`src/rtl/dice_roll_sequencer.sv`:
```
// rtl/dice_roll_sequencer.sv - roll timing controller: debounce, tumble, decelerating settle, face hold
// Defining AUTO_BLANK_EN adds BLANK_CYCLES and turns the LEDs off after a quiet period in SHOW.

module dice_roll_sequencer #(
  parameter int DEB_CYCLES   = 8,
  parameter int TICK_FAST    = 4,
  parameter int SETTLE_STEPS = 4,
  parameter int CNT_W        = 16
`ifdef AUTO_BLANK_EN
  ,
  parameter int BLANK_CYCLES = 1024
`endif
) (
  input  logic       CLK,
  input  logic       RST,
  input  logic       ROLL,
  input  logic [2:0] rng_face,
  output logic       rng_step,
  output logic [2:0] face_out,
  output logic       show,
  output logic       busy,
  output logic       done
);

  typedef enum logic [1:0] {
    IDLE   = 2'd0,
    TUMBLE = 2'd1,
    SETTLE = 2'd2,
    SHOW   = 2'd3
  } state_t;

  localparam int                STEP_W   = $clog2(SETTLE_STEPS + 2);
  localparam logic [CNT_W-1:0]  ONE_C    = CNT_W'(1);
  localparam logic [CNT_W-1:0]  DEB_LAST = CNT_W'(DEB_CYCLES - 1);
  localparam logic [CNT_W-1:0]  TICK_C   = CNT_W'(TICK_FAST);
  localparam logic [STEP_W-1:0] LAST_K   = STEP_W'(SETTLE_STEPS - 1);
  localparam logic [STEP_W-1:0] ONE_K    = STEP_W'(1);
  localparam logic [STEP_W-1:0] TWO_K    = STEP_W'(2);

  if ((64'(TICK_FAST) << SETTLE_STEPS) > ((64'd1 << CNT_W) - 64'd1)) begin : g_cnt_w_too_small
    $error("dice_roll_sequencer: CNT_W cannot hold TICK_FAST<<SETTLE_STEPS");
  end

  state_t              state_q, state_d;
  logic                roll_meta_q, roll_sync_q;
  logic [CNT_W-1:0]    deb_q, deb_d;
  logic [CNT_W-1:0]    tick_q, tick_d;
  logic [STEP_W-1:0]   k_q, k_d;
  logic                done_q, done_d;
  logic                cap_q;
  logic [2:0]          face_q;
  logic                deb_level, deb_match, deb_hit, tick_zero, face_ok;

  // The debouncer looks for a press outside TUMBLE and for a release inside it.
  assign deb_level = (state_q != TUMBLE);
  assign deb_match = (roll_sync_q == deb_level);
  assign deb_hit   = deb_match && (deb_q == DEB_LAST);
  assign tick_zero = (tick_q == '0);
  assign face_ok   = (rng_face != 3'd0) && (rng_face != 3'd7);

`ifdef AUTO_BLANK_EN
  localparam int                 BLANK_W = $clog2(BLANK_CYCLES + 1);
  localparam logic [BLANK_W-1:0] BLANK_C = BLANK_W'(BLANK_CYCLES);

  logic [BLANK_W-1:0] blank_q, blank_d;

  always_comb begin
    blank_d = '0;
    if (state_q == SHOW) begin
      blank_d = (blank_q == BLANK_C) ? blank_q : blank_q + BLANK_W'(1);
    end
  end

  always_ff @(posedge CLK or negedge RST) begin
    if (!RST) begin
      blank_q <= '0;
    end else begin
      blank_q <= blank_d;
    end
  end
`endif

  always_ff @(posedge CLK or negedge RST) begin
    if (!RST) begin
      state_q <= IDLE;
    end else begin
      state_q <= state_d;
    end
  end

  always_ff @(posedge CLK or negedge RST) begin
    if (!RST) begin
      roll_meta_q <= 1'b0;
      roll_sync_q <= 1'b0;
      deb_q       <= '0;
      tick_q      <= '0;
      k_q         <= '0;
      done_q      <= 1'b0;
      cap_q       <= 1'b0;
      face_q      <= 3'd1;
    end else begin
      roll_meta_q <= ROLL;
      roll_sync_q <= roll_meta_q;
      deb_q       <= deb_d;
      tick_q      <= tick_d;
      k_q         <= k_d;
      done_q      <= done_d;
      cap_q       <= rng_step;
      face_q      <= face_out;
    end
  end

  always_comb begin
    state_d = state_q;
    deb_d   = '0;
    tick_d  = tick_q;
    k_d     = k_q;
    done_d  = 1'b0;
    unique case (state_q)
      IDLE, SHOW: begin
        if (deb_hit) begin
          state_d = TUMBLE;
          tick_d  = ONE_C;
        end else if (deb_match) begin
          deb_d = deb_q + ONE_C;
        end
      end
      TUMBLE: begin
        tick_d = tick_zero ? (TICK_C - ONE_C) : (tick_q - ONE_C);
        if (deb_hit) begin
          state_d = SETTLE;
          tick_d  = TICK_C << 1;
          k_d     = '0;
        end else if (deb_match) begin
          deb_d = deb_q + ONE_C;
        end
      end
      SETTLE: begin
        // Each settle interval doubles; the counter holds the interval minus one after a step.
        if (!tick_zero) begin
          tick_d = tick_q - ONE_C;
        end else if (k_q == LAST_K) begin
          state_d = SHOW;
          done_d  = 1'b1;
          tick_d  = '0;
        end else begin
          k_d    = k_q + ONE_K;
          tick_d = (TICK_C << (k_q + TWO_K)) - ONE_C;
        end
      end
      default: state_d = IDLE;
    endcase
  end

  always_comb begin
    rng_step = tick_zero && ((state_q == TUMBLE) || (state_q == SETTLE));
    busy     = (state_q == TUMBLE) || (state_q == SETTLE);
    face_out = (cap_q && face_ok) ? rng_face : face_q;
    done     = done_q;
    show     = (state_q != IDLE);
`ifdef AUTO_BLANK_EN
    if ((state_q == SHOW) && (blank_q == BLANK_C)) begin
      show = 1'b0;
    end
`endif
  end

endmodule

```
`config.mk`:
```
export PLATFORM = sky130hd
export DESIGN_NAME = dice_roll_sequencer
export DESIGN_NICKNAME = d
export VERILOG_FILES = /design/src/rtl/dice_roll_sequencer.sv
export SDC_FILE = /design/constraint.sdc
export NUM_CORES = 1
export LEC_CHECK = 0
export CAP_MARGIN = 20
export CORE_ASPECT_RATIO = 1.2
export CORE_MARGIN = 3
export CORE_UTILIZATION = 40
export CTS_BUF_LIST = sky130_fd_sc_hd__clkbuf_4 sky130_fd_sc_hd__clkbuf_8
export DETAILED_ROUTE_END_ITERATION = 16
export PLACE_DENSITY_LB_ADDON = 0.05
export SLEW_MARGIN = 20
export SYNTH_ARGS = -nofsm -noshare
export SYNTH_HDL_FRONTEND = slang
export SYNTH_SLANG_ARGS = --single-unit
```
`constraint.sdc`:
```
create_clock -name CLK -period 3.3 [get_ports CLK]
set_input_delay 0.99 -clock CLK [delete_from_list [all_inputs] [get_ports CLK]]
set_output_delay 0.99 -clock CLK [all_outputs]
set_load 0.05 [all_outputs]
```
Yosys cells after proc, flatten, opt, wreduce, memory -nomap -nowiden
Index checks and enable logic that the tools add are counted.
W data, S select, Z words.
{"block": "word_totals", "word_cells": 64, "input_bits": 6, "output_inout_bits": 7, "register_bits": 44}
{"block": "op_classes", "n_addsub": 5, "shift": 1, "muxes": 22, "n_reduce_logical": 14, "n_eq_ne": 13}
{"operator": "$mux W16", "n": 8}
{"operator": "$pmux W16 S3", "n": 1}
{"operator": "$sub A16 B1 Y16 const B", "n": 2}
{"operator": "$add A16 B1 Y16 const B", "n": 1}
{"operator": "$eq A16 B3 Y1 const B", "n": 1}
{"operator": "$logic_not A16 Y1", "n": 1}
{"operator": "$shl A3 B3 Y16 const A", "n": 1}
{"operator": "$mux W3", "n": 4}
{"operator": "$ne A2 B2 Y1 const B", "n": 5}
{"operator": "$mux W2", "n": 4}
{"operator": "$reduce_and A4 Y1", "n": 2}
{"operator": "$pmux W2 S3", "n": 1}
{"operator": "$pmux W3 S2", "n": 1}
{"operator": "$eq A2 B2 Y1 const B", "n": 2}
{"operator": "$logic_and A1 B1 Y1", "n": 4}
{"operator": "$reduce_bool A2 Y1", "n": 2}
{"operator": "$add A3 B1 Y3 const B", "n": 1}
{"operator": "$add A3 B2 Y3 const B", "n": 1}
{"operator": "$eq A3 B2 Y1 const B", "n": 1}
{"operator": "$mux W1", "n": 3}
{"operator": "$ne A3 B3 Y1 const B", "n": 1}
{"operator": "$reduce_bool A3 Y1", "n": 1}
{"operator": "$reduce_or A3 Y1", "n": 1}
{"operator": "$eq A2 B1 Y1 const B", "n": 1}
{"operator": "5 further kinds", "n": 5}

Longest topological paths before layout
Gate-level depths: netlist of the first run.
{"block": "logic_depth", "word_depth": 6, "ltp_mapped": 9, "depth_no_buf": 9}

Least setup slack after synthesis of the first run
Ideal clock, no wire load.
{"block": "synth_path", "path_type": "in2out", "start": "in rng_face[2]", "end": "out face_out[0]", "slack_ns": -0.071, "path_stages": 3, "t_arrival_ns": 2.381, "path_cell_list": "nand2_1 > a21oi_1 > a211oi_1"}
{"block": "synth_via", "elab_chain_len": 4}
{"element": "start, declared", "line_no": "17", "rtl": "input logic [2:0] rng_face,"}
{"element": "$ne A3 B3 Y1 or $reduce_bool A3 Y1 (tied branches)", "line_no": "59", "rtl": "assign face_ok = (rng_face != 3'd0) && (rng_face != 3'd7);"}
{"element": "$logic_and A1 B1 Y1 *", "line_no": "59"}
{"element": "$logic_and A1 B1 Y1 *", "line_no": "158", "rtl": "face_out = (cap_q && face_ok) ? rng_face : face_q;"}
{"element": "$mux W3 *", "line_no": "158"}
{"element": "end, declared", "line_no": "19", "rtl": "output logic [2:0] face_out,"}
Mark *: on every way between the ends. The rest lies on a longest branch, timed or not.

Worst setup path in the final report of the first run
{"block": "layout_path", "start": "in rng_face[0]", "end": "out face_out[0]"}
{"block": "layout_via", "elab_chain_len": 4}
{"element": "$ne A3 B3 Y1 or $reduce_bool A3 Y1 (tied branches)", "line_no": "59"}
{"element": "$logic_and A1 B1 Y1", "line_no": "59"}
{"element": "$logic_and A1 B1 Y1", "line_no": "158"}
{"element": "$mux W3 *", "line_no": "158"}
Marks and branches as above.

==> flow_summary.ini, run 1 <==
[min_path]
hp-start = roll_meta_q$_DFF_PN0_
whs_path_depth = 0
holdCritPathClass = reg2reg
holdPathEnd = roll_sync_q$_DFF_PN0_

[sta]
period_needed_ns = 3.17
clock_skew_ns = 0.00722
rsz0062_at_grt = false
hold_viol_final = 0
tightest_slew_ns = 0.630
finalSetupTns_ns = 0
setup_viol = 0
period_share_pct = 96.0
fmax_mhz = 316
max-slew-margin-rel_pct = 57.6
whs_ns = 0.355
setup_slack_ns = 0.132
final_max_slew_viol_count = 0

[synthesis]
async_reset_ff_share_pct = 100
syn_inst = 296
synth_edf_count = 0
yosys_warnings = 0
ys_types = 60
yosysSeqAreaShare_pct = 39.7
synthesis.nets = 316
synth.cell_area_um2 = 2780
synth.avg_cell_area_um2 = 9.38
synthFlopType = dfrtp_1
synth_seq_cells = 44

[final_layout]
nNetsFinal = 332
diodes = 0
drive_above_1_share_pct = 12.8
fin_util_pct = 48.1
layout_commonest_cell = dfrtp_1
syn2layout_area_growth_pct = 13.6
multi_input_area_um2 = 1580
seq_area_um2 = 1100
final_cell_mix = dfrtp_1 (43), nor2_1 (34), nand2_1 (22)
n_fill_cell = 645

[global_routing]
top_usage_layer = met2
grt_pass1_wl_mm = 10.3
grt_pass1_vias = 2156
met1_usage_pct = 20.8
overflow = 0
antenna_found_initial = 0
grt_max_degree = 26
grt_util_all_layers_pct = 16.3
grtUsageMet2_pct = 28.0
met3_usage_pct = 2.78

[route]
drt_wl_total_mm = 6.01
dr.first_iter.drc_count = 119
first_pass_iters = 4
drcViolationCount = 0
wl_per_cell_um = 15.1
vias_per_cell = 5.53
ant_nets = 0
via_count = 2199

[critical_path]
worstPathRequired_ns = 2.31
worst-setup-path-type = in2out
path_delay_family = buffers and inverters
cp-end-kind = output pin
startpoint_type = input port
timing.rr.end = tick_q[15]$_DFFE_PN0N_
critPathBufInv = 2
path_max_fanout = 4
cp-startpoint = rng_face[0]
arrival_ns = 2.18
r2r_cells = 8
ff2ff_setup_slack_ns = 0.58
rr_startpoint = tick_q[0]$_DFFE_PN0N_
cp_cell_sequence = clkdlybuf4s50_1 > o22ai_1 > a211oi_2 > buf_12
worst_path_max_delay_cell = clkdlybuf4s50_1
max_stage_delay_ns = 0.54

[power_and_ir_drop]
p_per_area_nw_per_um2 = 866
leakagePower_nw = 1.42
vdd_drop_max_mv = 0.319

[cts]
clockBufferDepth = 2
htreeDepth = 2
cts_buffers = 5
insertion_delay_ns = 0.30
cts_tree = yes
clock_sinks = 44
cts_setup_buffers = 0
clkSlewWorstSetupHoldPaths_ns = 0.08
ctsHoldBuffers = 0
cts-root-buf = clkbuf_8

[die]
chipWidth_um = 82.1
die_area_um2 = 7980
pin_count = 13
start_util_pct = 42.3
die_height_um = 97.3
fp-row-count = 32
core_um2 = 6570

[status]
status = completed

[job]
cap_violations = 0

[placement]
port_buffers = 12
dpl_worst_slack_ns = 0.128
gp_congestion = 0.772
hpwl_mm = 4.42
==> metal layers <==
metal	part of all wire, %	up-vias
met4	0.81	0
met5	0	-
met2	52	15
met1	46	1073
li1	-	1106
met3	1.5	5
==> flip-flops by register name, indices dropped and copies added (netlist names) <==
| signal | cells |
|---|---|
| face_q | 3 |
| done | 1 |
| cap_q | 1 |
| roll_sync_q | 1 |
| deb_q | 16 |
| k_q | 3 |
| state_q | 2 |
| tick_q | 16 |
| roll_meta_q | 1 |
==> where the power goes <==
group | switching (mW) | total (mW) | internal [mW]
Sequential | 0.106 | 0.749 | 0.643
Clock | 0.182 | 0.425 | 0.243
Combinational | 0.937 | 1.56 | 0.622
Total | 1.22 | 2.73 | 1.51
==> synth_stat cells, types with 2 or more instances <==
library cell,instances,share of area [%]
a211o_1,5,1.6
a211oi_1,2,0.54
a21o_1,4,1.1
a21oi_1,10,1.8
a22oi_1,4,1.1
a31oi_1,2,0.45
and2_1,3,0.68
and3_1,2,0.45
and4_1,3,0.95
buf_2,2,0.36
buf_6,2,0.81
clkbuf_1,4,0.54
dfrtp_1,43,39
ha_1,14,6.3
inv_1,15,2.0
mux2i_1,4,1.4
nand2_1,22,3.0
nand2b_1,2,0.45
nand3_1,9,1.6
nand3b_1,2,0.54
nand4_1,4,0.90
nor2_1,34,4.6
nor2b_1,2,0.45
nor3_1,9,1.6
nor4_1,9,2.0
nor4b_1,2,0.63
o211ai_1,3,0.81
o21ai_0,13,2.3
o21ai_1,2,0.36
o22ai_1,4,0.90
o311ai_0,2,0.63
or2_2,2,0.45
or3_1,6,1.4
or4_1,2,0.54
or4b_4,2,0.99
xnor2_1,10,3.2
xor2_1,13,4.1
==> metrics by stage <==
stage / area [µm²] / std cells / total power, mW
2_1_floorplan: 2790 / 296 / 1.95
3_3_place_gp: 3030 / 390 / 2.30
3_5_place_dp: 3030 / 390 / 2.32
4_1_cts: 3150 / 398 / 2.75
5_1_grt: 3160 / 398 / 2.96
6_report: 3160 / 398 / 2.73
==> repair_timing <==
action / 4_1_cts / 5_1_grt
resized for setup: 0 / 2
setup endpoints to repair: 0 / 1
endpoints found under the hold margin: 0 / 0
==> logic make-up after synthesis <==
group / Yosys count / share of synthesized area, %
DFF: 44 / 39.7
and+or+nand+nor: 125 / 25.0
buffers and inverters: 24 / 4.28
xor gates and xnor gates: 23 / 7.25
muxes: 4 / 1.44
adders and majority gates: 14 / 6.31
AOI/OAI and AO/OA: 62 / 16.0
==> area by class of cell <==
cell class	count	area share, %
clock buffer	7	2.66
multi-input combinational	228	50.0
tap	85	3.37
timing repair buffer	18	6.34
sequential	44	34.9
inverter	15	1.78
clock inverter	1	0.951
==> worst max-delay path by stage <==
stage / depth (start not counted) / end
after global placement: 4 / face_out[0]
after CTS: 6 / rng_step
after global routing: 6 / rng_step
final: 4 / face_out[0]
after detailed placement: 4 / face_out[0]
after floorplan: 5 / rng_step
Power figures use the tool's default switching activity.
==> run 2, diff against run 1 <==
REMOVE_ABC_BUFFERS = 1   (was not set)
==> run 2 against run 1 <==
Net effect:
- final cell count grew 0.25%
- hold slack gained 0.0070 ns
- fmax shrank 0.29%
- register-to-register slack is essentially flat
- worst setup slack lost 0.0093 ns
- sequential share of layout area grew 0.083 points
- sequential power is essentially flat
- combinational power is essentially flat
- design area shrank 0.24%
- sequential cell count is the same
- core utilization shrank 0.11 points
- critical path type unchanged
- highest routed layer unchanged
==> flow_summary.ini, run 2 (synthesized netlist as in run 1, its figures left out) <==
[status]
status = completed

[critical_path]
cp-end-kind = output pin
startpoint_type = input port
path_max_fanout = 3
worst-setup-path-type = in2out
arrival_ns = 2.19
worstPathRequired_ns = 2.31

[route]
wl_per_cell_um = 14.8
first_pass_iters = 4
via_count = 2208
drt_wl_total_mm = 5.91
drcViolationCount = 0
dr.first_iter.drc_count = 87
ant_nets = 0
vias_per_cell = 5.53

[sta]
rsz0062_at_grt = false
clock_skew_ns = 0.00301
setup_slack_ns = 0.123
period_share_pct = 96.3
fmax_mhz = 315
hold_viol_final = 0
period_needed_ns = 3.18
max-slew-margin-rel_pct = 56.0
tightest_slew_ns = 0.658
final_max_slew_viol_count = 0
finalSetupTns_ns = 0
setup_viol = 0

[final_layout]
reg_top3 = deb_q x16, tick_q x16
layout_commonest_cell = dfrtp_1
final_cells = 399
diodes = 0
final_cell_mix = dfrtp_1 (43), nor2_1 (34), nand2_1 (22)
n_fill_cell = 636
nNetsFinal = 333
drive_above_1_share_pct = 12.1
final_cell_area_um2 = 3150
syn2layout_area_growth_pct = 13.4

[placement]
dp_cells = 391
dpl_worst_slack_ns = 0.152
dpl_cell_area_um2 = 3030
hpwl_mm = 4.27
port_buffers = 12
gp_congestion = 0.750

[cts]
cts_setup_buffers = 0
cts_resized = 0
ctsHoldBuffers = 0
insertion_delay_ns = 0.30
htreeDepth = 2
cts_tree = yes
clkSlewWorstSetupHoldPaths_ns = 0.08
cts_buffers = 5
cts-root-buf = clkbuf_8
clock_sinks = 44
clockBufferDepth = 2

[min_path]
holdCritPathClass = reg2reg

[job]
cap_violations = 0

[global_routing]
grt_max_degree = 45
overflow = 0
grt_pass1_vias = 2224
antenna_found_initial = 0
grt_pass1_wl_mm = 10.5
grt_util_all_layers_pct = 16.4

[die]
die_height_um = 97.3
pin_count = 13
die_area_um2 = 7980
core_um2 = 6570
chipWidth_um = 82.1
fp-row-count = 32
start_util_pct = 42.3

[power_and_ir_drop]
vdd_drop_max_mv = 0.277
p_per_area_nw_per_um2 = 865
leakagePower_nw = 1.43
[run 2: through the flow]
| step | hold slack, ns | total power, mW | util [%] |
|---|---|---|---|
| 2_1_floorplan | 0.331 | 1.86 | - |
| 3_3_place_gp | 0.334 | 2.30 | 46.1 |
| 3_5_place_dp | 0.348 | 2.31 | 46.1 |
| 4_1_cts | 0.369 | 2.74 | 47.8 |
| 5_1_grt | 0.382 | 2.96 | 48.0 |
| 6_report | 0.362 | 2.73 | 48.0 |
[run 2: final timing paths]
path | startpoint | endpoint | slack (ns) | cells past startpoint
worst max-delay path | rng_face[2] | face_out[1] | 0.12 | 6
worst min-delay path | roll_meta_q$_DFF_PN0_ | roll_sync_q$_DFF_PN0_ | 0.36 | 0
worst max register to register | tick_q[0]$_DFFE_PN0N_ | tick_q[15]$_DFFE_PN0N_ | 0.58 | 8
worst min register to register | roll_meta_q$_DFF_PN0_ | roll_sync_q$_DFF_PN0_ | 0.36 | 0
max in group asynchronous | RST | deb_q[3]$_DFF_PN0_ | 2.14 | 2
min in group asynchronous | RST | k_q[0]$_DFFE_PN0P_ | 0.77 | 2
[run 2: area by class of cell]
type	count	area (µm²)	area share, %
clock buffer	6	76.3	2.42
clock inverter	2	35.0	1.11
sequential	44	1100	35.0
tap	85	106	3.38
timing repair buffer	19	208	6.60
inverter	15	56.3	1.79
multi-input combinational	228	1570	49.7
[run 2: power by group]
group          switching, mW  total, mW  internal, mW
sequential             0.104      0.746         0.643
combinational          0.930       1.55         0.624
clock                  0.192      0.425         0.233
total                   1.23       2.73          1.50
[run 2: worst max-delay path, stage by stage]
cell	delay [ns]
clkdlybuf4s50_1	0.46
nand2_1	0.13
a21oi_1	0.08
a211oi_1	0.24
buf_4	0.17
buf_12	0.13
[run 2: routing by layer]
metal / routed length (µm) / GRT usage (%) / vias to the layer above
met1: 2590 / 21.2 / 1077
li1: - / - / 1104
met2: 3110 / 28.0 / 21
met3: 142 / 2.88 / 6
met5: 0 / 0 / -
met4: 61 / 3.96 / 0
==> run 3, diff against run 2 <==
CTS_CLUSTER_SIZE = 8   (was not set)
==> results of run 3 <==
The final DEF is identical to that of run 2; final timing and power are the same.
